### config.mk
export PLATFORM = sky130hd
export DESIGN_NAME = cond_seg_combiner
export DESIGN_NICKNAME = d
export VERILOG_FILES = /design/src/rtl/cond_seg_combiner.sv
export SDC_FILE = /design/constraint.sdc
export NUM_CORES = 1
export LEC_CHECK = 0
export CORE_MARGIN = 4
export CORE_UTILIZATION = 33
export DETAILED_ROUTE_END_ITERATION = 6
export GPL_TIMING_DRIVEN = 0
export SYNTH_ARGS = -nofsm -noshare
export SYNTH_HDL_FRONTEND = slang
export SYNTH_SLANG_ARGS = --single-unit
### constraint.sdc
create_clock -name clk -period 4 [get_ports clk]
set_clock_uncertainty 0.05 [all_clocks]
set_input_delay 0.8 -clock clk [delete_from_list [all_inputs] [get_ports clk]]
set_output_delay 0.8 -clock clk [all_outputs]
set_load 0.01 [all_outputs]
### src/rtl/cond_seg_combiner.sv
// Conditional segment combiner: evaluates a masked compare once per transaction, then streams
// either the if-branch or else-branch segments one channel per beat with valid/ready handshake.
module cond_seg_combiner #(
    parameter int unsigned WIDTH    = 32,
    parameter int unsigned CHANNELS = 4,
    parameter int unsigned CNT_W    = 16,
    localparam int unsigned CW      = (CHANNELS > 1) ? $clog2(CHANNELS) : 1
) (
    input  logic                      clk,
    input  logic                      reset,
    input  logic                      in_valid,
    output logic                      in_ready,
    input  logic [WIDTH-1:0]          input_bit,
    input  logic [WIDTH-1:0]          cond_mask,
    input  logic [WIDTH-1:0]          cond_value,
    input  logic [1:0]                mode,
    input  logic [CHANNELS*WIDTH-1:0] array_ref_wire,
    input  logic [CHANNELS*WIDTH-1:0] array_ref_m_wire,
    output logic                      out_valid,
    input  logic                      out_ready,
    output logic [WIDTH-1:0]          segment_combine,
    output logic [CW-1:0]             out_chan,
    output logic                      out_last,
    output logic [CNT_W-1:0]          if_count
);

    typedef enum logic [1:0] {StIdle, StEval, StStream} state_e;

    localparam logic [CW-1:0]    LastChan = CW'(CHANNELS - 1);
    localparam logic [CW-1:0]    ChanOne  = CW'(1);
    localparam logic [CNT_W-1:0] CntMax   = '1;
    localparam logic [CNT_W-1:0] CntOne   = CNT_W'(1);

    state_e                    state_q, state_d;
    logic [CW-1:0]             chan_q, chan_d;
    logic                      sel_if_q, sel_if_d;
    logic [WIDTH-1:0]          bit_q, bit_d;
    logic [WIDTH-1:0]          mask_q, mask_d;
    logic [WIDTH-1:0]          value_q, value_d;
    logic [1:0]                mode_q, mode_d;
    logic [CHANNELS*WIDTH-1:0] if_arr_q, if_arr_d;
    logic [CHANNELS*WIDTH-1:0] else_arr_q, else_arr_d;
    logic                      out_valid_q, out_valid_d;
    logic [WIDTH-1:0]          seg_q, seg_d;
    logic                      out_last_q, out_last_d;
    logic                      in_ready_q, in_ready_d;
    logic [CNT_W-1:0]          if_count_q, if_count_d;
    logic                      match;

    function automatic logic [WIDTH-1:0] pick_seg(input logic [CHANNELS*WIDTH-1:0] arr,
                                                  input logic [CW-1:0] idx);
        pick_seg = '0;
        for (int k = 0; k < CHANNELS; k++) begin
            if (idx == CW'(k)) pick_seg = arr[k*WIDTH +: WIDTH];
        end
    endfunction

    // State register
    always_ff @(posedge clk) begin
        if (!reset) state_q <= StIdle;
        else        state_q <= state_d;
    end

    // Next-state logic
    always_comb begin
        state_d = state_q;
        unique case (state_q)
            StIdle:   if (in_valid && in_ready_q) state_d = StEval;
            StEval:   state_d = StStream;
            StStream: if (out_ready && out_last_q) state_d = StIdle;
            default:  state_d = StIdle;
        endcase
    end

    assign match = ((bit_q & mask_q) == (value_q & mask_q));

    // Output and datapath next-values; every port is driven from one of these registers.
    always_comb begin
        bit_d       = bit_q;
        mask_d      = mask_q;
        value_d     = value_q;
        mode_d      = mode_q;
        if_arr_d    = if_arr_q;
        else_arr_d  = else_arr_q;
        sel_if_d    = sel_if_q;
        chan_d      = chan_q;
        out_valid_d = out_valid_q;
        seg_d       = seg_q;
        out_last_d  = out_last_q;
        if_count_d  = if_count_q;
        in_ready_d  = (state_d == StIdle);
        unique case (state_q)
            StIdle: begin
                if (in_valid && in_ready_q) begin
                    bit_d      = input_bit;
                    mask_d     = cond_mask;
                    value_d    = cond_value;
                    mode_d     = mode;
                    if_arr_d   = array_ref_wire;
                    else_arr_d = array_ref_m_wire;
                end
            end
            StEval: begin
                unique case (mode_q)
                    2'b00:   sel_if_d = match;
                    2'b01:   sel_if_d = 1'b1;
                    2'b10:   sel_if_d = 1'b0;
                    default: sel_if_d = !match;
                endcase
                chan_d      = '0;
                out_valid_d = 1'b1;
                seg_d       = sel_if_d ? pick_seg(if_arr_q, '0) : pick_seg(else_arr_q, '0);
                out_last_d  = (LastChan == '0);
                if (sel_if_d && (if_count_q != CntMax)) if_count_d = if_count_q + CntOne;
            end
            StStream: begin
                if (out_ready) begin
                    if (out_last_q) begin
                        chan_d      = '0;
                        out_valid_d = 1'b0;
                        seg_d       = '0;
                        out_last_d  = 1'b0;
                    end else begin
                        chan_d     = chan_q + ChanOne;
                        seg_d      = sel_if_q ? pick_seg(if_arr_q, chan_d)
                                              : pick_seg(else_arr_q, chan_d);
                        out_last_d = (chan_d == LastChan);
                    end
                end
            end
            default: begin
                chan_d      = '0;
                out_valid_d = 1'b0;
                seg_d       = '0;
                out_last_d  = 1'b0;
            end
        endcase
    end

    always_ff @(posedge clk) begin
        if (!reset) begin
            bit_q       <= '0;
            mask_q      <= '0;
            value_q     <= '0;
            mode_q      <= '0;
            if_arr_q    <= '0;
            else_arr_q  <= '0;
            sel_if_q    <= 1'b0;
            chan_q      <= '0;
            out_valid_q <= 1'b0;
            seg_q       <= '0;
            out_last_q  <= 1'b0;
            in_ready_q  <= 1'b1;
            if_count_q  <= '0;
        end else begin
            bit_q       <= bit_d;
            mask_q      <= mask_d;
            value_q     <= value_d;
            mode_q      <= mode_d;
            if_arr_q    <= if_arr_d;
            else_arr_q  <= else_arr_d;
            sel_if_q    <= sel_if_d;
            chan_q      <= chan_d;
            out_valid_q <= out_valid_d;
            seg_q       <= seg_d;
            out_last_q  <= out_last_d;
            in_ready_q  <= in_ready_d;
            if_count_q  <= if_count_d;
        end
    end

    assign in_ready        = in_ready_q;
    assign out_valid       = out_valid_q;
    assign segment_combine = seg_q;
    assign out_chan        = chan_q;
    assign out_last        = out_last_q;
    assign if_count        = if_count_q;

endmodule

==> results.cfg <==
[placement]
dp_hpwl_mm = 62.7
portBuffers = 410
dp.cells = 3628
gp_congestion = 0.928

[timing]
max-slew-margin-rel_pct = 12.7
fin_crit_sh_pct = 87.0
tightestPinTransition_ns = 1.31
layout_min_cycle_time_ns = 3.48
tns_ns = 0
rsz0062_at_grt = false
setup_viol = 0
hold_viol = 0
max_freq_mhz = 287
slew_viol_final = 0
hold_ws_ns = 0.404

[floorplanning]
die-area_sq_um = 59700
row_count = 86
fp.coreArea_sq_um = 55200
die_y_um = 244
initial_core_util_pct = 33.4
die-width_um = 244
ios = 411

[power_and_ir_drop]
p_clk_share_pct = 29.7
p_leak_nw = 8.69
p_switching_w = 0.00543
p_int_w = 0.00899
combPwrFrac_pct = 33.4
p_per_area_nw_per_um2 = 577
peakVddDrop_mv = 0.310
p_sw_share_pct = 37.7
seqPwrFrac_pct = 36.9

[final_layout]
layout.cells.non_filler = 3713
area_delta_synth_final_pct = 35.6
drive_gt1_share_pct = 3.04
filler_cell_count = 5579
nNetsFinal = 3296

[clock_tree]
cts_setup_buffers = 0
root_buffer = clkbuf_16
cts.sink_count = 410
worst_skew_pair.late_latency_ns = 0.59
max-clock-path-buffers = 3
cts_tree = built
cts_resized = 0
cts_buffers = 47
ctsHtreeMaxLevel = 2
clk_pin_slew_worst_paths_ns = 0.06
hold_buffers = 0

[critical_path]
crit_type = flip-flop to flip-flop
critPathRequiredTime_ns = 4.38
critPathCaptureType = flip-flop
cp_max_fo = 10
start_kind = flip-flop
arrival_ns = 3.86

[global_routing]
grt.overflow.total = 0
grt_usage_pct = 25.0
antenna_found_initial = 0
grt_start_max_net_pins = 14
grt_pass1_vias = 19200
grt_pass1_wl_mm = 114

[synth]
ys_top_cells_by_count = nand2_1, a21oi_1, dfxtp_1, clkbuf_1, mux2i_1
synth_area_sq_um = 18400
ys_top_cells_by_area = dfxtp_1, nand2_1, a21oi_1
synth-main-ff-cell = dfxtp_1
yosys.area.top_type_share_pct = 44.5
synth-edff-count = 0
ys_types = 43
yosysSeqAreaShare_pct = 44.5
yosys.area.top_type = dfxtp_1
synth.avg_cell_area_sq_um = 7.47
yosysMostFrequentCell = nand2_1
yosys_warnings = 0
syn_inst = 2470
syn_nets = 2837
async_reset_ff_share_pct = 0
ys_ff_latch = 410

[drt]
viasPerCell = 5.20
first_pass_iters = 7
drtIter0Drc = 1394
ant_nets = 0
routed_wl_mm = 78.5
vias = 19300
route.detailed.drc = 8
post_drt_wl_per_cell_um = 21.1

[status]
outcome = finished with violations
violations = DRC

[run]
maxCapViolCount = 0

[min_path]
hp-class = flip-flop to flip-flop
-- per-stage QoR --
step	area [sq um]	setup WS [ns]	power, W	util (%)
after floorplan	18400	1.72	0.00824	-
after global placement	23500	0.146	0.0101	42.5
after detailed placement	23500	0.0948	0.0102	42.5
after CTS	25000	0.596	0.0145	45.3
after global routing	25000	0.363	0.0152	45.3
final	25000	0.521	0.0144	45.3
-- layer usage --
metal  GRT usage [%]  wire length (um)  up-vias
met5               0                 0        -
met2            42.7             37100      774
li1                -                 -     9292
met4            9.57              3210        0
met1            31.5             32700     9072
met3            4.33              5530      156
-- critical path, cell delays in order (launching register included) --
cell and delay [ns]:
dfxtp_1 0.37, inv_1 0.10, ha_1 0.30, clkbuf_1 0.60, clkbuf_1 0.50, buf_1 0.53
o21ai_0 0.34, a22o_1 0.25, a221oi_1 0.22, nor3_1 0.07
-- power groups by stage --
stage | logic (W) | clock network [W] | registers (W)
floorplan | 0.00305 | 0 | 0.00520
global placement | 0.00468 | 0 | 0.00538
detailed placement | 0.00475 | 0 | 0.00541
CTS | 0.00477 | 0.00436 | 0.00532
global route | 0.00527 | 0.00453 | 0.00539
finish | 0.00481 | 0.00428 | 0.00533
-- layout make-up --
cell class	count	area (sq um)	area share, %
antenna	1	2.50	0.0100
clock buffer	68	1370	5.46
tap	748	936	3.74
inverter	12	45.0	0.180
buffer	210	830	3.32
sequential	410	8210	32.8
clock inverter	16	155	0.620
timing repair buffer	410	4100	16.4
multi-input combinational	1838	9360	37.4
-- logic make-up after synthesis --
logic type / share of synthesized area (%)
compound gates: 20.6
xor+xnor: 1.61
fa+ha+maj: 0.611
buf+inv: 4.74
flops: 44.5
mux: 5.46
simple gates: 22.4
-- placed cells by master (no fill, tap or decap), types with 3 or more instances in the layout --
cell type | synthesis | layout
or4_1 | 3 | 3
buf_1 | 16 | 16
nor2b_1 | 4 | 4
o21ai_0 | 76 | 76
clkbuf_1 | 185 | 196
a22oi_1 | 16 | 16
o31ai_1 | 3 | 3
a221oi_1 | 32 | 32
clkinvlp_4 | 0 | 4
inv_1 | 12 | 12
nor2_1 | 12 | 12
nand2_1 | 850 | 850
or3_1 | 7 | 7
nand3b_1 | 64 | 64
dfxtp_1 | 410 | 410
mux2i_1 | 98 | 98
buf_6 | 4 | 4
nand3_1 | 9 | 9
clkdlybuf4s50_1 | 0 | 410
nor3_1 | 32 | 32
clkinv_2 | 0 | 8
a22o_1 | 32 | 32
ha_1 | 9 | 9
a21oi_1 | 532 | 532
clkbuf_8 | 0 | 9
nand4_1 | 7 | 7
clkbuf_16 | 0 | 48
xor2_1 | 33 | 33
-- state kept, by name, summed over array words and instances, names as in the netlist, 2 cells and up --
| register | cells |
|---|---|
| if_arr_q | 128 |
| else_arr_q | 128 |
| value_q | 32 |
| bit_q | 32 |
| segment_combine | 32 |
| if_count | 16 |
| mode_q | 2 |
| out_chan | 2 |
| mask_q | 32 |
| state_q | 2 |
-- worst paths after layout --
path	depth (start not counted)	start	end	slack, ns
setup / recovery	9	out_chan[0]	segment_combine[0]	0.52
hold / removal	2	mask_q[7]	mask_q[7]	0.40
setup reg to reg	9	out_chan[0]	segment_combine[0]	0.52
hold reg to reg	2	mask_q[7]	mask_q[7]	0.40
(Power assumes the default switching activity.)
